===== config.mk =====
export PLATFORM = sky130hd
export DESIGN_NAME = enemy_controller
export DESIGN_NICKNAME = d
export VERILOG_FILES = /design/src/rtl/enemy_controller.sv
export SDC_FILE = /design/constraint.sdc
export NUM_CORES = 1
export LEC_CHECK = 0
export CAP_MARGIN = 20
export CORE_ASPECT_RATIO = 1.1
export CORE_UTILIZATION = 51
export DETAILED_ROUTE_END_ITERATION = 7
export MAX_ROUTING_LAYER = met4
export PLACE_DENSITY = 0.76
export RECOVER_POWER = 25
export SLEW_MARGIN = 30
export SYNTH_ARGS = -nofsm -noshare
export SYNTH_HDL_FRONTEND = slang
export SYNTH_SLANG_ARGS = --single-unit

===== constraint.sdc =====
create_clock -name clk -period 1.4 [get_ports clk]
set_input_delay 0.28 -clock clk [delete_from_list [all_inputs] [get_ports clk]]
set_output_delay 0.28 -clock clk [all_outputs]
set_load 0.1 [all_outputs]

===== src/rtl/enemy_controller.sv =====
// Sequencer for one enemy: spawn, erase/move/redraw through the shared plotter,
// kill and bottom handling, with a frame-rate move timer and a spawn-column LFSR.
module enemy_controller #(
    parameter int unsigned FRAME_DIV       = 833333,
    parameter int unsigned FRAMES_PER_MOVE = 4,
    parameter int unsigned X_MAX           = 151,
    parameter logic [7:0]  LFSR_SEED       = 8'hA5
) (
    input  logic       clk,
    input  logic       resetn,
    input  logic       start,
    input  logic       hit,
    input  logic       bottomReached,
    input  logic       draw_done,
    output logic       inResetState,
    output logic       inUpdatePositionState,
    output logic [7:0] enemyXIn,
    output logic       draw_req,
    output logic       erase,
    output logic       score_inc,
    output logic       miss
);

    localparam int unsigned FW = (FRAME_DIV > 1) ? $clog2(FRAME_DIV) : 1;
    localparam int unsigned MW = (FRAMES_PER_MOVE > 1) ? $clog2(FRAMES_PER_MOVE) : 1;
    localparam logic [FW-1:0] FRAME_LAST = FW'(FRAME_DIV - 1);
    localparam logic [MW-1:0] MOVE_LAST  = MW'(FRAMES_PER_MOVE - 1);
    localparam logic [7:0]    X_LIMIT    = 8'(X_MAX);
    localparam logic [7:0]    X_SPAN     = 8'(X_MAX + 1);

    typedef enum logic [2:0] {
        S_IDLE, S_SPAWN, S_DRAW, S_WAIT, S_ERASE, S_UPDATE, S_CHECK
    } state_e;

    state_e          state_q, state_d;
    logic [FW-1:0]   frame_q, frame_d;
    logic [MW-1:0]   move_q, move_d;
    logic [7:0]      lfsr_q, lfsr_d;
    logic [7:0]      enemy_x_q, enemy_x_d;
    logic            kill_q, kill_d;
    logic            move_pend_q, move_pend_d;
    logic            score_inc_q, score_inc_d;
    logic            miss_q, miss_d;

    logic frame_tick, move_tick, kill_now, pend_clr;
    logic [7:0] spawn_x;

    // A hit in the same cycle as a decision counts, so kill beats bottomReached in CHECK.
    assign kill_now   = kill_q | (hit & (state_q != S_IDLE) & (state_q != S_SPAWN));
    assign frame_tick = (state_q != S_IDLE) && (frame_q == FRAME_LAST);
    assign move_tick  = frame_tick && (move_q == MOVE_LAST);
    assign spawn_x    = (lfsr_q <= X_LIMIT) ? lfsr_q : lfsr_q - X_SPAN;

    // NOTE: every signal driven here gets a default first so no path can infer a latch.
    always_comb begin
        state_d     = state_q;
        score_inc_d = 1'b0;
        miss_d      = 1'b0;
        case (state_q)
            S_IDLE:   if (start) state_d = S_SPAWN;
            S_SPAWN:  state_d = S_DRAW;
            S_DRAW:   if (draw_done) state_d = S_WAIT;
            S_WAIT: begin
                if (!start)                         state_d = S_IDLE;
                else if (kill_now || move_pend_q)   state_d = S_ERASE;
            end
            S_ERASE: begin
                if (draw_done) begin
                    if (kill_now) begin
                        state_d     = S_SPAWN;
                        score_inc_d = 1'b1;
                    end else begin
                        state_d = S_UPDATE;
                    end
                end
            end
            S_UPDATE: state_d = S_CHECK;
            S_CHECK: begin
                if (kill_now) begin
                    state_d     = S_SPAWN;
                    score_inc_d = 1'b1;
                end else if (bottomReached) begin
                    state_d = S_SPAWN;
                    miss_d  = 1'b1;
                end else begin
                    state_d = S_DRAW;
                end
            end
            default:  state_d = S_IDLE;
        endcase
    end

    always_comb begin
        frame_d = '0;
        move_d  = '0;
        if (state_q != S_IDLE) begin
            frame_d = frame_tick ? '0 : frame_q + FW'(1);
            move_d  = move_q;
            if (frame_tick) move_d = move_tick ? '0 : move_q + MW'(1);
        end
        pend_clr    = (state_q == S_SPAWN) || ((state_q == S_WAIT) && (state_d == S_ERASE));
        move_pend_d = (move_pend_q & ~pend_clr) | move_tick;
        kill_d      = (state_q == S_SPAWN) ? 1'b0 : kill_now;
        enemy_x_d   = (state_q == S_SPAWN) ? spawn_x : enemy_x_q;
        lfsr_d      = {lfsr_q[6:0], lfsr_q[7] ^ lfsr_q[5] ^ lfsr_q[4] ^ lfsr_q[3]};
    end

    // NOTE: sequential state uses non-blocking assignments so all registers update from pre-edge values.
    always_ff @(posedge clk or negedge resetn) begin
        if (!resetn) begin
            state_q     <= S_IDLE;
            frame_q     <= '0;
            move_q      <= '0;
            lfsr_q      <= LFSR_SEED;
            enemy_x_q   <= '0;
            kill_q      <= 1'b0;
            move_pend_q <= 1'b0;
            score_inc_q <= 1'b0;
            miss_q      <= 1'b0;
        end else begin
            state_q     <= state_d;
            frame_q     <= frame_d;
            move_q      <= move_d;
            lfsr_q      <= lfsr_d;
            enemy_x_q   <= enemy_x_d;
            kill_q      <= kill_d;
            move_pend_q <= move_pend_d;
            score_inc_q <= score_inc_d;
            miss_q      <= miss_d;
        end
    end

    assign inResetState          = (state_q == S_IDLE) || (state_q == S_SPAWN);
    assign inUpdatePositionState = (state_q == S_UPDATE);
    assign draw_req              = (state_q == S_DRAW) || (state_q == S_ERASE);
    assign erase                 = (state_q == S_ERASE);
    assign enemyXIn              = enemy_x_q;
    assign score_inc             = score_inc_q;
    assign miss                  = miss_q;

endmodule


# After elaboration in Yosys (flattened, before gate mapping)

Index checks and enable logic that the tools add are counted.

Reduce and logical (&&, ||, !) cells: 9
Equality and inequality tests: 11
Mux-type cells: 22
Bitwise operators: 9
$add $sub $neg: 3
$lt $le $gt $ge: 1

Operators by type and width:

| cell                                                                    | count |
|---|---|
| 20-bit 2-to-1 mux                                                       | 2 |
| 3-bit one-hot mux with 7 select lines                                   | 1 |
| 20-bit by 1-bit adder with 20-bit output, second input constant         | 1 |
| 20-bit == test, second input constant                                   | 1 |
| 3-bit 2-to-1 mux                                                        | 6 |
| 3-bit == test, second input constant                                    | 4 |
| 2-bit 2-to-1 mux                                                        | 5 |
| 8-bit less-or-equal comparator, second input constant                   | 1 |
| 8-bit 2-to-1 mux                                                        | 1 |
| 8-bit subtractor, second input constant                                 | 1 |
| 3-bit by 2-bit == test with 1-bit output, second input constant         | 2 |
| 1-bit 2-to-1 mux                                                        | 6 |
| 1-bit logical OR                                                        | 4 |
| 1-bit AND                                                               | 3 |
| 3-bit by 1-bit == test with 1-bit output, second input constant         | 1 |
| 1-bit logical AND                                                       | 3 |
| 3-bit zero test                                                         | 1 |
| 3-bit by 1-bit inequality test with 1-bit output, second input constant | 1 |
| 3-bit nonzero test                                                      | 1 |
| 1-bit XOR                                                               | 3 |
| 2-bit by 1-bit adder with 2-bit output, second input constant           | 1 |
| 2-bit == test, second input constant                                    | 1 |
| 2-bit inequality test, second input constant                            | 1 |
| 1-bit OR                                                                | 2 |
| other kinds (2)                                                         | 2 |

Register bits: 45
Input port bits: 6
Output and inout bits: 14
Logic and storage cells: 64

# Depth between registers and ports, before layout

Gate-level depths: netlist (run 1).

Depth in word-level cells: 14
Gate-level depth with buffers: 7

# Worst setup path before layout (run 1)

Ideal clock, no wire load.

Path type: reg-to-reg
From: reg state_q[1]
To: reg state_q[2]
Cell stages (with the launch flop): 5
Arrival: 3.186 ns
Path slack: -1.881 ns
Setup time: 0.095 ns
Clock period less this slack: 3.281 ns
Required time: 1.305 ns
Buffers on the path: 1
Cells stage by stage: dfrtp_1 -> clkbuf_1 -> nor3_1 -> a21boi_0 -> o22ai_1

Elaborated cells between the ends (all ways): 18
Classes of those cells: eq/ne (7); mux (5); bitwise (3); reduce/logical (3)

RTL lines:

| element                               | line | RTL |
|---|---|---|
| start, declared                       | 35   | `state_e state_q, state_d;` |
| start signal, assigned                | 121  | `state_q <= state_d;` |
| 3-bit == test                         | --   |  |
| named net erase                       | 19   | `output logic erase,` |
| 3-bit one-hot mux with 7 select lines | 59   | `case (state_q)` |
| named net state_d[2]                  | 35   |  |

The timed path passes the listed nets, and every way through them passes these cells.
A chain may end at the register's enable or synchronous reset.

# Final worst setup path (run 1)

From: reg state_q[2]
To: out inResetState

Longest elaborated chain between the ends: 2
Elaborated cells between the ends (all ways): 3
Classes of those cells: eq/ne (1); reduce/logical (2)

RTL lines:

| element                                                                     | line | RTL |
|---|---|---|
| 3-bit by 1-bit == test with 1-bit output or 3-bit zero test (tied branches) | 133  | `assign inResetState = (state_q == S_IDLE) \|\| (state_q == S_SPAWN);` |
| 1-bit logical OR (*)                                                        | 133  |  |
| end, declared                                                               | 15   | `output logic inResetState,` |

Every way passes the cells marked *; elsewhere a longest branch is shown, timed or not.

==> results of run 1 <==
## flip-flops by register name, summed over array words and instances, names as in the netlist
register and count:
miss 1, enemyXIn 8, frame_q 20, kill_q 1
score_inc 1, state_q 3, lfsr_q 8, move_pend_q 1
move_q 2
## layer usage
metal  part of all wire  vias up  track usage
met5                  0        -            -
met4              0.023        0        0.121
met3              0.051       17       0.0581
met2               0.53       88        0.455
met1               0.40     1043        0.321
li1                   -      919            -
## cells in the final DEF (no fill, tap or decap), drive strengths merged, types with 2 or more instances in the layout
master,netlist,layout
a21o,2,2
a21oi,5,5
a31o,2,2
a31oi,2,2
and2,2,2
and4,2,2
buf,5,79
clkbuf,3,8
clkdlybuf4s50,0,4
dfrtp,41,41
dfstp,4,4
ha,4,4
inv,8,7
mux2i,4,4
nand2,20,20
nand2b,3,3
nand3,12,12
nand3b,2,2
nand4,6,6
nor2,26,26
nor3,4,4
nor4,9,9
o211ai,2,2
o21ai,8,8
o31ai,2,2
or4,2,2
xnor2,13,13
xor2,6,6
## per-stage QoR
stage          instance area, µm²  utilization  total power [µW]  cells  hold WS (ns)
2_1_floorplan                2260            -              2660    213       -0.0156
3_3_place_gp                 2980        0.735              3460    325         0.207
3_5_place_dp                 2980        0.735              3510    325         0.207
4_1_cts                      3230        0.796              4690    341         0.384
5_1_grt                      3410        0.842              5250    351         0.416
6_report                     3410        0.842              5060    351         0.416
## cells by family after synthesis
group                    synth area share
AO/OA/AOI/OAI                      0.0857
flip-flops                          0.513
adder cells (fa/ha/maj)            0.0227
AND/OR/NAND/NOR                     0.248
multiplexers                       0.0182
buffers and inverters              0.0369
XOR/XNOR                           0.0755
## area by class of cell
type,instances,area (µm²)
tap,52,65.1
clock inverter,2,38.8
fill,197,642
sequential,45,1130
inverter,8,36.3
timing repair buffer,86,900
multi-input combinational,152,1170
clock buffer,6,72.6
## power by group through the flow
stage / combinational [µW] / clock (µW) / sequential, µW
2_1_floorplan: 1120 / 0 / 1540
3_3_place_gp: 1950 / 0 / 1510
3_5_place_dp: 2000 / 0 / 1510
4_1_cts: 2180 / 1010 / 1490
5_1_grt: 2650 / 1060 / 1530
6_report: 2540 / 1000 / 1520
## what timing repair did
action | in CTS | in global routing
pin swaps | 6 | 9
gates resized for setup | 16 | 27
hold buffers | 1 | 0
cloned | 0 | 0
endpoints found under the hold margin | 13 | 0
buffers inserted | 7 | 10
endpoints found under the setup margin | 33 | 34
## path summary, 6_finish.rpt
kind,to,cells after the start
worst max-delay path,inResetState,4
worst min-delay path,lfsr_q[2]$_DFF_PN1_,0
worst max register to register,frame_q[4]$_DFF_PN0_,8
worst min register to register,lfsr_q[2]$_DFF_PN1_,0
max in group asynchronous,lfsr_q[7]$_DFF_PN1_,3
min in group asynchronous,frame_q[10]$_DFF_PN0_,2
## worst max-delay path, stage by stage (launching register included)
cell and delay [ns]:
dfrtp_1 0.43, or2_4 0.29, buf_6 0.13, clkinvlp_4 0.07, buf_12 0.17
==> flow_summary.yaml, run 1 <==
outcome:
  outcome: "finished, violations left"
  violations: "negative setup slack"
synth:
  synthArstFlopShare: 1.00
  synth_seq_cells: 45
  syn_avg_cell_area_um2: 10.3
  synth_nets: 223
  synth.largest_area_cell: "dfrtp_1"
  synth_top_area_frac: 0.466
  yosys-top-cells-area: "dfrtp_1 47%, xnor2_1 5.2%, dfstp_2 4.8%, nor2_1 4.4%, nand2_1 3.4%"
  synth_edf_count: 0
  netlist_area_mm2: 0.00220
  ys_top_cells_by_count: "41 x dfrtp_1, 26 x nor2_1, 20 x nand2_1"
  ys_seq_area_frac: 0.513
  synth_most_common_cell: "dfrtp_1"
  synth_flop_cell: "dfrtp_1"
  synthCells: 213
  ys_warn_count: 0
  synth_cell_types: 50
timing:
  finalHoldViolations: 0
  tns_ns: -6.62
  tightest_slew_ns: 0.876
  finalMaxSlewViolations: 0
  period_needed_ns: 1.67
  slew_headroom: 0.416
  worst_slack_ns: -0.271
  grt_setup_unrepaired: "yes"
  period_share: 1.19
  clock_skew_ns: 0.00349
  setup_viol: 33
  max_freq_ghz: 0.599
routing:
  drc: 0
  drt-initial-drc-count: 251
  ant_nets: 0
  via_per_inst: 5.89
  wl_um: 6560
  vias: 2067
  wl_per_cell_um: 18.7
  drtPass1Iterations: 4
layout:
  drive_gt1_frac: 0.418
  syn2layout_area_growth_pct: 54.9
  nNetsFinal: 308
  n_antenna_cell: 0
clocking:
  ctsHtreeMaxLevel: 2
  insertion_delay_ns: 0.31
  cts.sinks: 45
  cts_tree: "yes"
  numCtsBuffers: 5
  clockBufferDepth: 2
  cts.clk_slew.worst_paths_ns: 0.08
  cts_root_buf: "clkbuf_8"
power:
  internal_power_uw: 3120
  seqPwrFrac: 0.300
  powerDensity_mw_per_mm2: 1480
  p_sw_frac: 0.383
  p_comb_frac: 0.502
  peakVddDrop_uv: 1300
  power_frac_clock: 0.198
  p_sw_uw: 1940
  leakage_uw: 0.00152
run:
  maxCapViolCount: 0
critical_path:
  endpoint_kind: "output pin"
  path_class: "reg -> out"
  crit_start: "state_q[2]$_DFF_PN0_"
  required_ns: 1.12
  crit_path_start_kind: "register"
  cp_max_fo: 3
  regToRegSetupSlack_ns: -0.26
  regToRegStartpoint: "frame_q[0]$_DFF_PN0_"
  worstPathArrival_ns: 1.39
grt:
  grt_pass1_wl_um: 9250
  overflow: 0
  grt_max_degree: 33
  grt_pass1_vias: 1992
  antenna_found_initial: 0
  grt.total_usage: 0.275
die:
  die_h_um: 70.9
  core_area_mm2: 0.00405
  rows: 24
  start_util: 0.544
  die_area_mm2: 0.00459
  die_w_um: 64.7
  ios: 20
min_path:
  hold_class: "reg -> reg"
  hold_start: "lfsr_q[1]$_DFF_PN0_"
place:
  hpwl_um: 3610
  gp_congestion: 0.913
  pre_cts_ws_ns: -0.232
  io_buffers: 19
Power figures use the tool's default switching activity.
==> run 2, diff against run 1 <==
Settings changed: PLACE_DENSITY 0.76 to 0.78.
==> run 2 against run 1 <==
Net effect: the run still ends with negative setup slack left; sequential power is essentially flat; combinational power about the same; global-route usage increased by 1.9 points; critical path depth is the same; sequential cell count unchanged; non-clock buffer count is 7 lower; clock-buffer cell count did not move; final cell count decreased by 2.0%; hold slack worse by 0.016 ns; worst setup slack got worse by 0.042 ns; largest power group unchanged.
==> flow_summary.yaml, run 2 (same netlist as run 1, synthesis figures left out) <==
layout:
  n_antenna_cell: 0
  fillCellCount: 216
  fin_util: 0.821
  final_area_mm2: 0.00333
  final_cell_mix: "46 x buf_4, 40 x dfrtp_1, 22 x nor2_1, 20 x nand2_1, 15 x buf_12"
  instances_no_fill: 344
  nNetsFinal: 301
  syn2layout_area_growth_pct: 51.0
  regMostFlops: "frame_q"
  largest_reg_flops: 20
  drive_gt1_frac: 0.397
  layout_commonest_cell: "buf_4"
routing:
  via_per_inst: 5.80
  drc: 0
  drt-initial-drc-count: 142
  wl_per_cell_um: 19.2
  vias: 1995
  drtPass1Iterations: 4
  wl_um: 6620
  ant_nets: 0
timing:
  period_needed_ns: 1.71
  tns_ns: -6.75
  period_share: 1.22
  grt_setup_unrepaired: "yes"
  slew_headroom: 0.582
  clock_skew_ns: 0.0102
  finalMaxSlewViolations: 0
  finalHoldViolations: 0
  worst_slack_ns: -0.313
  setup_viol: 33
  tightest_slew_ns: 0.626
  max_freq_ghz: 0.584
die:
  die_w_um: 64.7
  die_h_um: 70.9
  rows: 24
  start_util: 0.544
  ios: 20
  core_area_mm2: 0.00405
  die_area_mm2: 0.00459
grt:
  overflow: 0
  grt_max_degree: 46
  grt_pass1_vias: 2015
  grt.total_usage: 0.294
  antenna_found_initial: 0
  grt_pass1_wl_um: 9740
power:
  powerDensity_mw_per_mm2: 1530
  leakage_uw: 0.00149
  peakVddDrop_uv: 1380
outcome:
  violations: "negative setup slack"
  outcome: "finished, violations left"
critical_path:
  cpPeakStageDelay_ns: 0.48
  endpoint_kind: "output pin"
  path_class: "reg -> out"
  crit_path_start_kind: "register"
  required_ns: 1.12
  cp_slowest_cell: "dfrtp_2"
  worstPathArrival_ns: 1.43
  cp_max_fo: 5
  path_cells: "buf_6, xnor2_4, nor2_4, buf_12"
place:
  hpwl_um: 3770
  placed_cells: 319
  gp_congestion: 0.904
  pre_cts_ws_ns: -0.250
  io_buffers: 19
  postPlaceCellArea_mm2: 0.00294
clocking:
  numCtsBuffers: 5
  ctsHtreeMaxLevel: 2
  cts_tree: "yes"
  cts.sinks: 45
  clockBufferDepth: 2
  cts_root_buf: "clkbuf_8"
  insertion_delay_ns: 0.31
  cts.clk_slew.worst_paths_ns: 0.09
run:
  maxCapViolCount: 0
min_path:
  hold_class: "reg -> reg"
==> run 2: stage by stage <==
step                hold slack (ns)  total power [µW]
floorplan                   -0.0156              2660
global placement              0.276              3360
detailed placement            0.281              3430
CTS                           0.389              4700
global route                  0.411              5250
finish                        0.400              5090
==> run 2: area by class of cell <==
cell class              count  area (µm²)  share of cell area
clock buffers               6        72.6              0.0218
inverters                   8        41.3              0.0124
multi-input cells         152        1160               0.347
repair buffers             79         825               0.248
well taps                  52        65.1              0.0196
clock inverters             2        35.0              0.0105
flip-flops and latches     45        1130               0.340
==> run 2: critical path: cells and delay by family, from the launching register on <==
kind / cells / cell delay (ns)
XOR/XNOR: 1 / 0.14
flip-flops: 1 / 0.48
buffers and inverters: 2 / 0.34
AND/OR/NAND/NOR: 1 / 0.15
==> run 2: final timing paths <==
check                                     start  depth (start not counted)                    end  slack [ns]
setup / recovery           state_q[2]$_DFF_PN0_                          4               draw_req       -0.31
hold / removal              lfsr_q[1]$_DFF_PN0_                          0    lfsr_q[2]$_DFF_PN1_        0.40
setup reg to reg           frame_q[0]$_DFF_PN0_                          6  move_q[0]$_DFFE_PN0P_       -0.26
hold reg to reg             lfsr_q[1]$_DFF_PN0_                          0    lfsr_q[2]$_DFF_PN1_        0.40
max in group asynchronous                resetn                          3   state_q[2]$_DFF_PN0_        0.32
min in group asynchronous                resetn                          3  frame_q[12]$_DFF_PN0_        0.62
==> run 2: what timing repair did <==
action	CTS	global route
pin swaps	8	13
endpoints found under the setup margin	33	39
buffers inserted	8	9
hold buffers	1	0
resized for setup	20	20
endpoints found under the hold margin	41	0
==> run 2: power by group <==
group          total [µW]  leakage [µW]  switching, µW  internal (µW)
combinational        2530      0.000832           1380           1150
sequential           1540      0.000604            135           1410
clock                1020     0.0000552            488            531
==> run 2: per-layer routing <==
layer	GRT usage	part of all wire
met5	-	0
met2	0.517	0.54
met1	0.326	0.41
met3	0.0581	0.035
met4	0.111	0.018
